## src/rtl/sd_cmd_seq_pkg.sv

```systemverilog
// Shared types for the RK8E SD card path.
//   sdspi_types : operation codes understood by the byte-level SPI engine (sdspi)
//   sd_types    : SD byte type and SPI-mode command/response constants
package sdspi_types;

    typedef enum logic [2:0] {
        spiNOP  = 3'd0,
        spiCSL  = 3'd1,
        spiCSH  = 3'd2,
        spiFAST = 3'd3,
        spiSLOW = 3'd4,
        spiTR   = 3'd5
    } spiOP_t;

endpackage

package sd_types;

    typedef logic [7:0] sdBYTE_t;

    // Every command frame begins with start bit 0 and transmission bit 1
    localparam logic [1:0] SD_START_BITS = 2'b01;

    // Idle level of MOSI; sent whenever the card only needs clocks
    localparam sdBYTE_t SD_FILL = 8'hFF;

    // R1 response bit positions
    localparam int R1_IDLE        = 0;
    localparam int R1_ILLEGAL_CMD = 2;
    localparam int R1_CRC_ERR     = 3;

endpackage

```

## src/rtl/sd_crc7.sv

```systemverilog
// Byte-serial CRC7 accumulator (x^7 + x^3 + 1, init 0), MSB of each byte first.
// Only instantiated when SD_CRC7_GEN_EN is defined.
module sd_crc7
    import sd_types::*;
(
    input  logic       clk,
    input  logic       rst,
    input  logic       clr,
    input  logic       en,
    input  sdBYTE_t    din,
    output logic [6:0] crc
);

    logic [6:0] crcNext;

    // Fold all eight bits of din into the running remainder
    always_comb begin
        crcNext = crc;
        for (int i = 7; i >= 0; i--) begin
            if (crcNext[6] ^ din[i]) begin
                crcNext = {crcNext[5:0], 1'b0} ^ 7'h09;
            end else begin
                crcNext = {crcNext[5:0], 1'b0};
            end
        end
    end

    // Remainder register: clear at frame start, accumulate on each enabled byte
    always_ff @(posedge clk or negedge rst) begin
        if (!rst) begin
            crc <= 7'd0;
        end else if (clr) begin
            crc <= 7'd0;
        end else if (en) begin
            crc <= crcNext;
        end
    end

endmodule

```

## src/rtl/sd_cmd_seq.sv

```systemverilog
// SD SPI-mode command sequencer for the RK8E disk path.
// Runs one complete command transaction on sdspi: CS low, fill bytes, 6-byte
// frame, R1 poll, optional 4-byte long response, Nrc fill byte, optional CS high.
// Build option: SD_CRC7_GEN_EN -- generate the frame CRC7 locally instead of
// using cmd_crc.
//
// sdspi handshake: spiOP is non-NOP for exactly one cycle (the issue cycle).
// For spiTR the sequencer then waits for spiDONE, sampling spiRXD in that
// cycle, and spiTXD holds the byte from issue until spiDONE. For spiCSL/spiCSH
// it waits exactly one further cycle and expects no spiDONE.
module sd_cmd_seq
    import sd_types::*, sdspi_types::*;
#(
    parameter int NCR_MAX   = 8,
    parameter int PRE_BYTES = 1
) (
    input  logic        clk,
    input  logic        rst,
    input  logic        cmd_start,
    input  logic [5:0]  cmd_idx,
    input  logic [31:0] cmd_arg,
    input  logic [6:0]  cmd_crc,
    input  logic        rsp_long,
    input  logic        keep_cs,
    output logic        busy,
    output logic        done,
    output logic        err_timeout,
    output sdBYTE_t     r1,
    output logic [31:0] rsp_data,
    output spiOP_t      spiOP,
    output sdBYTE_t     spiTXD,
    input  sdBYTE_t     spiRXD,
    input  logic        spiDONE
);

    typedef enum logic [3:0] {
        IDLE, CSL, PRE, CMD, NCR, RSP, TRAIL, CSH, FIN
    } state_t;

    localparam logic [7:0] PRE_LAST = 8'(PRE_BYTES - 1);
    localparam logic [7:0] NCR_LAST = 8'(NCR_MAX - 1);
    localparam logic [7:0] CMD_LAST = 8'd5;
    localparam logic [7:0] RSP_LAST = 8'd3;

    state_t      state, nextState;
    logic        pending;      // operation issued, waiting for its completion
    logic [7:0]  cnt;          // byte index within the current state
    logic [5:0]  idxQ;
    logic [31:0] argQ;
    logic        rspLongQ;
    logic        keepCsQ;
    sdBYTE_t     frameByte;
    sdBYTE_t     crcByte;

    logic isTr, isCs, issue, xfer, csWait, startAccept;

    assign isTr        = (state == PRE) || (state == CMD) || (state == NCR) ||
                         (state == RSP) || (state == TRAIL);
    assign isCs        = (state == CSL) || (state == CSH);
    assign issue       = (isTr || isCs) && !pending;
    assign xfer        = isTr && pending && spiDONE;
    assign csWait      = isCs && pending;
    assign startAccept = (state == IDLE) && cmd_start;

`ifdef SD_CRC7_GEN_EN
    logic [6:0] crcOut;

    sd_crc7 u_crc7 (
        .clk (clk),
        .rst (rst),
        .clr (startAccept),
        .en  ((state == CMD) && issue && (cnt < CMD_LAST)),
        .din (frameByte),
        .crc (crcOut)
    );

    assign crcByte = {crcOut, 1'b1};
`else
    logic [6:0] crcQ;

    assign crcByte = {crcQ, 1'b1};

    // Hold the caller's CRC7 for the duration of the frame
    always_ff @(posedge clk or negedge rst) begin
        if (!rst) begin
            crcQ <= 7'd0;
        end else if (startAccept) begin
            crcQ <= cmd_crc;
        end
    end
`endif

    // State register with per-state byte counter and issue/wait flag
    always_ff @(posedge clk or negedge rst) begin
        if (!rst) begin
            state   <= IDLE;
            cnt     <= 8'd0;
            pending <= 1'b0;
        end else begin
            state <= nextState;
            if (state != nextState) begin
                cnt     <= 8'd0;
                pending <= 1'b0;
            end else begin
                if (xfer) begin
                    cnt <= cnt + 8'd1;
                end
                if (issue) begin
                    pending <= 1'b1;
                end else if (xfer) begin
                    pending <= 1'b0;
                end
            end
        end
    end

    // Next-state decode
    always_comb begin
        nextState = state;
        case (state)
            IDLE:  if (cmd_start) nextState = CSL;
            CSL:   if (csWait) nextState = PRE;
            PRE:   if (xfer && cnt == PRE_LAST) nextState = CMD;
            CMD:   if (xfer && cnt == CMD_LAST) nextState = NCR;
            NCR: begin
                if (xfer) begin
                    if (!spiRXD[7]) begin
                        nextState = (rspLongQ && spiRXD[6:1] == 6'd0) ? RSP : TRAIL;
                    end else if (cnt == NCR_LAST) begin
                        nextState = TRAIL;
                    end
                end
            end
            RSP:   if (xfer && cnt == RSP_LAST) nextState = TRAIL;
            TRAIL: if (xfer) nextState = (keepCsQ && !err_timeout) ? FIN : CSH;
            CSH:   if (csWait) nextState = FIN;
            FIN:   nextState = IDLE;
            default: nextState = IDLE;
        endcase
    end

    // Outputs toward sdspi and the disk controller
    always_comb begin
        case (cnt)
            8'd0:    frameByte = {SD_START_BITS, idxQ};
            8'd1:    frameByte = argQ[31:24];
            8'd2:    frameByte = argQ[23:16];
            8'd3:    frameByte = argQ[15:8];
            8'd4:    frameByte = argQ[7:0];
            default: frameByte = crcByte;
        endcase

        spiTXD = (state == CMD) ? frameByte : SD_FILL;
        spiOP  = spiNOP;
        if (issue) begin
            if (state == CSL)      spiOP = spiCSL;
            else if (state == CSH) spiOP = spiCSH;
            else                   spiOP = spiTR;
        end

        busy = (state != IDLE) && (state != FIN);
        done = (state == FIN);
    end

    // Command latch and captured results; results hold until the next start
    always_ff @(posedge clk or negedge rst) begin
        if (!rst) begin
            idxQ        <= 6'd0;
            argQ        <= 32'd0;
            rspLongQ    <= 1'b0;
            keepCsQ     <= 1'b0;
            err_timeout <= 1'b0;
            r1          <= SD_FILL;
            rsp_data    <= 32'd0;
        end else begin
            if (startAccept) begin
                idxQ        <= cmd_idx;
                argQ        <= cmd_arg;
                rspLongQ    <= rsp_long;
                keepCsQ     <= keep_cs;
                err_timeout <= 1'b0;
                r1          <= SD_FILL;
            end
            if (state == NCR && xfer) begin
                if (!spiRXD[7]) begin
                    r1 <= spiRXD;
                end else if (cnt == NCR_LAST) begin
                    err_timeout <= 1'b1;
                    r1          <= SD_FILL;
                end
            end
            if (state == RSP && xfer) begin
                rsp_data <= {rsp_data[23:0], spiRXD};
            end
        end
    end

endmodule
```

## config.mk

```make
export PLATFORM = sky130hd
export DESIGN_NAME = sd_cmd_seq
export DESIGN_NICKNAME = d
export VERILOG_FILES = /design/src/rtl/sd_cmd_seq_pkg.sv /design/src/rtl/sd_crc7.sv /design/src/rtl/sd_cmd_seq.sv
export SDC_FILE = /design/constraint.sdc
export NUM_CORES = 1
export LEC_CHECK = 0
export ABC_AREA = 1
export BUFFER_PORTS_ARGS = -buffer_cell sky130_fd_sc_hd__buf_4
export CORE_AREA = 2 2 94 96
export DETAILED_ROUTE_END_ITERATION = 7
export DIE_AREA = 0 0 96 98
export PLACE_DENSITY = 0.84
export SLEW_MARGIN = 20
export SYNTH_ARGS = -nofsm -noshare
export SYNTH_HDL_FRONTEND = slang
export SYNTH_HIERARCHICAL = 1
export SYNTH_SLANG_ARGS = --single-unit
```

## constraint.sdc

```tcl
create_clock -name clk -period 2.7 [get_ports clk]
set_input_delay 0.27 -clock clk [delete_from_list [all_inputs] [get_ports clk]]
set_output_delay 0.27 -clock clk [all_outputs]
set_load 0.05 [all_outputs]
```

==> out/qor.csv <==
metric,value,unit
outcome,"complete, no violations",
fmax,0.3969,GHz
r2r worst-path depth,12,
H-tree Lvls,3,
Max Clock Skew,0.008972,ns
WS Path Type,reg2out,
slew margin rel.,49.70,%
Static Leakage,0.003120,uW
RR Endpoint,cnt[0],
cells after synthesis,533,
number of distinct library cells after synthesis,36,
post-synthesis mux area share,5.437,%
met2 routed WL,5.787,mm
Synth Flop Type,dfrtp_1,
Max Cap Viol,0,
ant diodes,0,
number of top-level pins,113,
CTS tree,yes,
Synth top area share,48.86,%
worst path required time,2.43,ns
Synth top cells by count,"nand2_1, dfrtp_1, inv_1",
antenna violations before repair,0,
critical path data arrival time,2.25,ns
Hold Crit Class,in2reg,
number of synthesized flops with an enable pin,0,
nets,714,
Post-Place Setup Slack,0.5188,ns
DP Wirelength,8.539,mm
largest family of logic cells by synthesized area,simple AND/OR/NAND/NOR gates,
largest cells by area after synthesis,"dfrtp_1, nand2_1, mux2_2, dfstp_2, o21ai_0",
final instance area,6018,um2
Crit path max-delay family,simple AND/OR/NAND/NOR gates,
Seq pwr share,42.0,%
drt first pass iters,5,
Yosys reg bits,101,
vias in the first global route,3998,
Non-Filler Instances,764,
final setup TNS,0,ns
WP buf/inv,3,
Inserted Clock Buffers,9,
Routed wire per std cell,15.52,um
CP Cell Sequence,"buf_4, ha_1, nand3_2, nor2_4, nor3_2, nand3_1, inv_2, nand2_1, nand4_1, buf_6",
Skew-Pair Late Insertion Delay,0.37,ns
"Hold Vio Cnt, Final",0,
share of cells above drive strength 1,31.55,%
r2r startpoint,cnt[0],
most common cell in the synthesized netlist,nand2_1,
Int Pwr,3010,uW
Placed Area,5729,um2
adder-cell area share of the yosys netlist,1.051,%
Rows,34,
beginning of the critical path,cnt[0],
fin crit share,93.31,%
initial core utilization,56.27,%
Worst Setup End Kind,primary output,
Fillers,617,
XOR/XNOR share of the synthesized area,0.9194,%
All-Layer GR Usage,26.31,%
DIE WIDTH,96,um
Yosys Warn Count,6,
GRT overflow,0,
Net Sw Frac,40.62,%
WL final,11.86,mm
synthesized area per cell,8.937,um2
CTS sink cnt,101,
VDD IR max,0.0006761,V
Die Height,98,um
final worst slack,0.1807,ns
P_sw,2060,uW
"antenna viol nets, final",0,
Hold Crit Depth,3,
min Tclk post-route,2.519,ns
root buf cell,clkbuf_8,
drt drc,0,
Core ar.,8466,um2
"Reg clk slew, reported paths",0.10,ns
GPL Wtd Cong,0.9228,
clock share of power,22.2,%
CP max FO,10,
Pwr Total,5070,uW
largest net degree at the start of global routing,61,
vias per cell,5.488,
via count,4193,
Post-Place Cells,743,
routed wl met3,807,um
fin. max-slew vios,0,
"Seq/Total Area, Yosys",53.27,%
Yosys top cell by area,dfrtp_1,
global-route wire length before repair,19.11,mm
CP Launch Type,register,
CP max stage cell,dfrtp_1,
Syn-to-layout area delta,26.35,%
Power Dens Cells,842.4,nW/um2
Routed met1 length,4.806,mm
Simple-Gate Fraction of Synth Area,26.24,%
synthesized net count,596,
Worst path max stage delay,0.42,ns
drt first-iter violations,264,
asr flop ratio synth,100.0,%
combinational share of power,35.8,%
hold path start,cmd_crc[2],
sink of the worst hold path,crcQ[2],
worst-case clock buffer depth,2,
# setup viols final,0,
DR top layer,met4,
Synth Area in Compound Gates,7.723,%
unrepaired setup endpoints after global routing,no,
r2r setup slk,0.57,ns
die area,9408,um2
number of port buffers,112,
Slew @ Worst Pin,0.7545,ns
Synth Cell Area,4763,um2
timing repair:
action | 4_1_cts | 5_1_grt
hold buffers | 1 | 0
gates resized for setup | 0 | 5
setup endpoints to repair | 0 | 7
setup buffers | 0 | 3
hold endpoints to repair | 51 | 0
metal layers:
metal	up-vias	GRT usage (%)
met5	-	0
met4	0	11.32
met3	39	4.861
met2	205	41.77
met1	1988	35.29
li1	1961	-
per-stage QoR:
step | hold slack (ns) | utilization, %
finish | 0.08417 | 71.09
global route | 0.07533 | 71.09
CTS | 0.07261 | 70.65
detailed placement | 0.3836 | 67.68
global placement | 0.3815 | 67.68
floorplan | -0.02559 | -
worst reg2reg max path: stages (launching register included):
cell,delay [ns]
dfrtp_1,0.42
buf_4,0.13
ha_1,0.23
nand3_2,0.11
nor2_4,0.27
inv_1,0.09
o21ai_1,0.14
inv_1,0.06
nor2_2,0.13
nand2_2,0.08
nand2_2,0.07
nand2_4,0.11
nor3_2,0.20
worst max-delay path by stage:
stage / to / cells after the start
after global routing: spiTXD[1] / 9
after detailed placement: spiTXD[6] / 12
after CTS: spiTXD[1] / 12
after floorplan: spiTXD[1] / 9
final: spiTXD[1] / 10
after global placement: spiTXD[6] / 12
registers in the layout, summed over array words and instances (netlist names), 4 cells and up:
register,flops
state,4
idxQ,6
r1,8
crcQ,7
argQ,32
rsp_data,32
cnt,8
power groups by stage:
stage	clock network, uW	logic [uW]	registers [uW]
after global routing	1200	2010	2160
after floorplan	0	1310	2040
after CTS	1140	1790	2120
after detailed placement	0	1770	2150
final	1130	1820	2130
after global placement	0	1720	2140
cell type report:
cell class                 count  area, um2  area share [%]
timing repair buffer         123      942.2           15.65
inverter                      48      180.2           2.994
clock buffer                  10      137.6           2.287
tap                          108      135.1           2.245
multi-input combinational    368       1982           32.93
clock inverter                 6      103.9           1.726
sequential                   101       2537           42.16
cell usage in the layout, fill, tap and decap left out, types with 2 or more instances in the layout:
master	count
nor2_4	2
nor2_1	27
dfrtp_1	93
mux2_2	23
ha_1	4
dfstp_2	8
inv_2	3
nand4_1	10
buf_4	120
bufinv_16	2
o21ai_0	37
xor2_1	4
nor3_2	11
a21oi_1	2
inv_1	45
clkbuf_8	10
a221oi_1	9
nand2_4	2
o211ai_1	6
nand2_2	10
nor2_2	4
nand3_2	2
nand2_1	183
nand3_1	18
nor3_1	3
cell families after synthesis:
group                    count (synthesis)
AO/OA/AOI/OAI                           60
XOR/XNOR                                 5
adder cells (fa/ha/maj)                  4
buffers and inverters                   65
flip-flops                             101
multiplexers                            23
AND/OR/NAND/NOR                        275
Power figures use the tool's default switching activity.
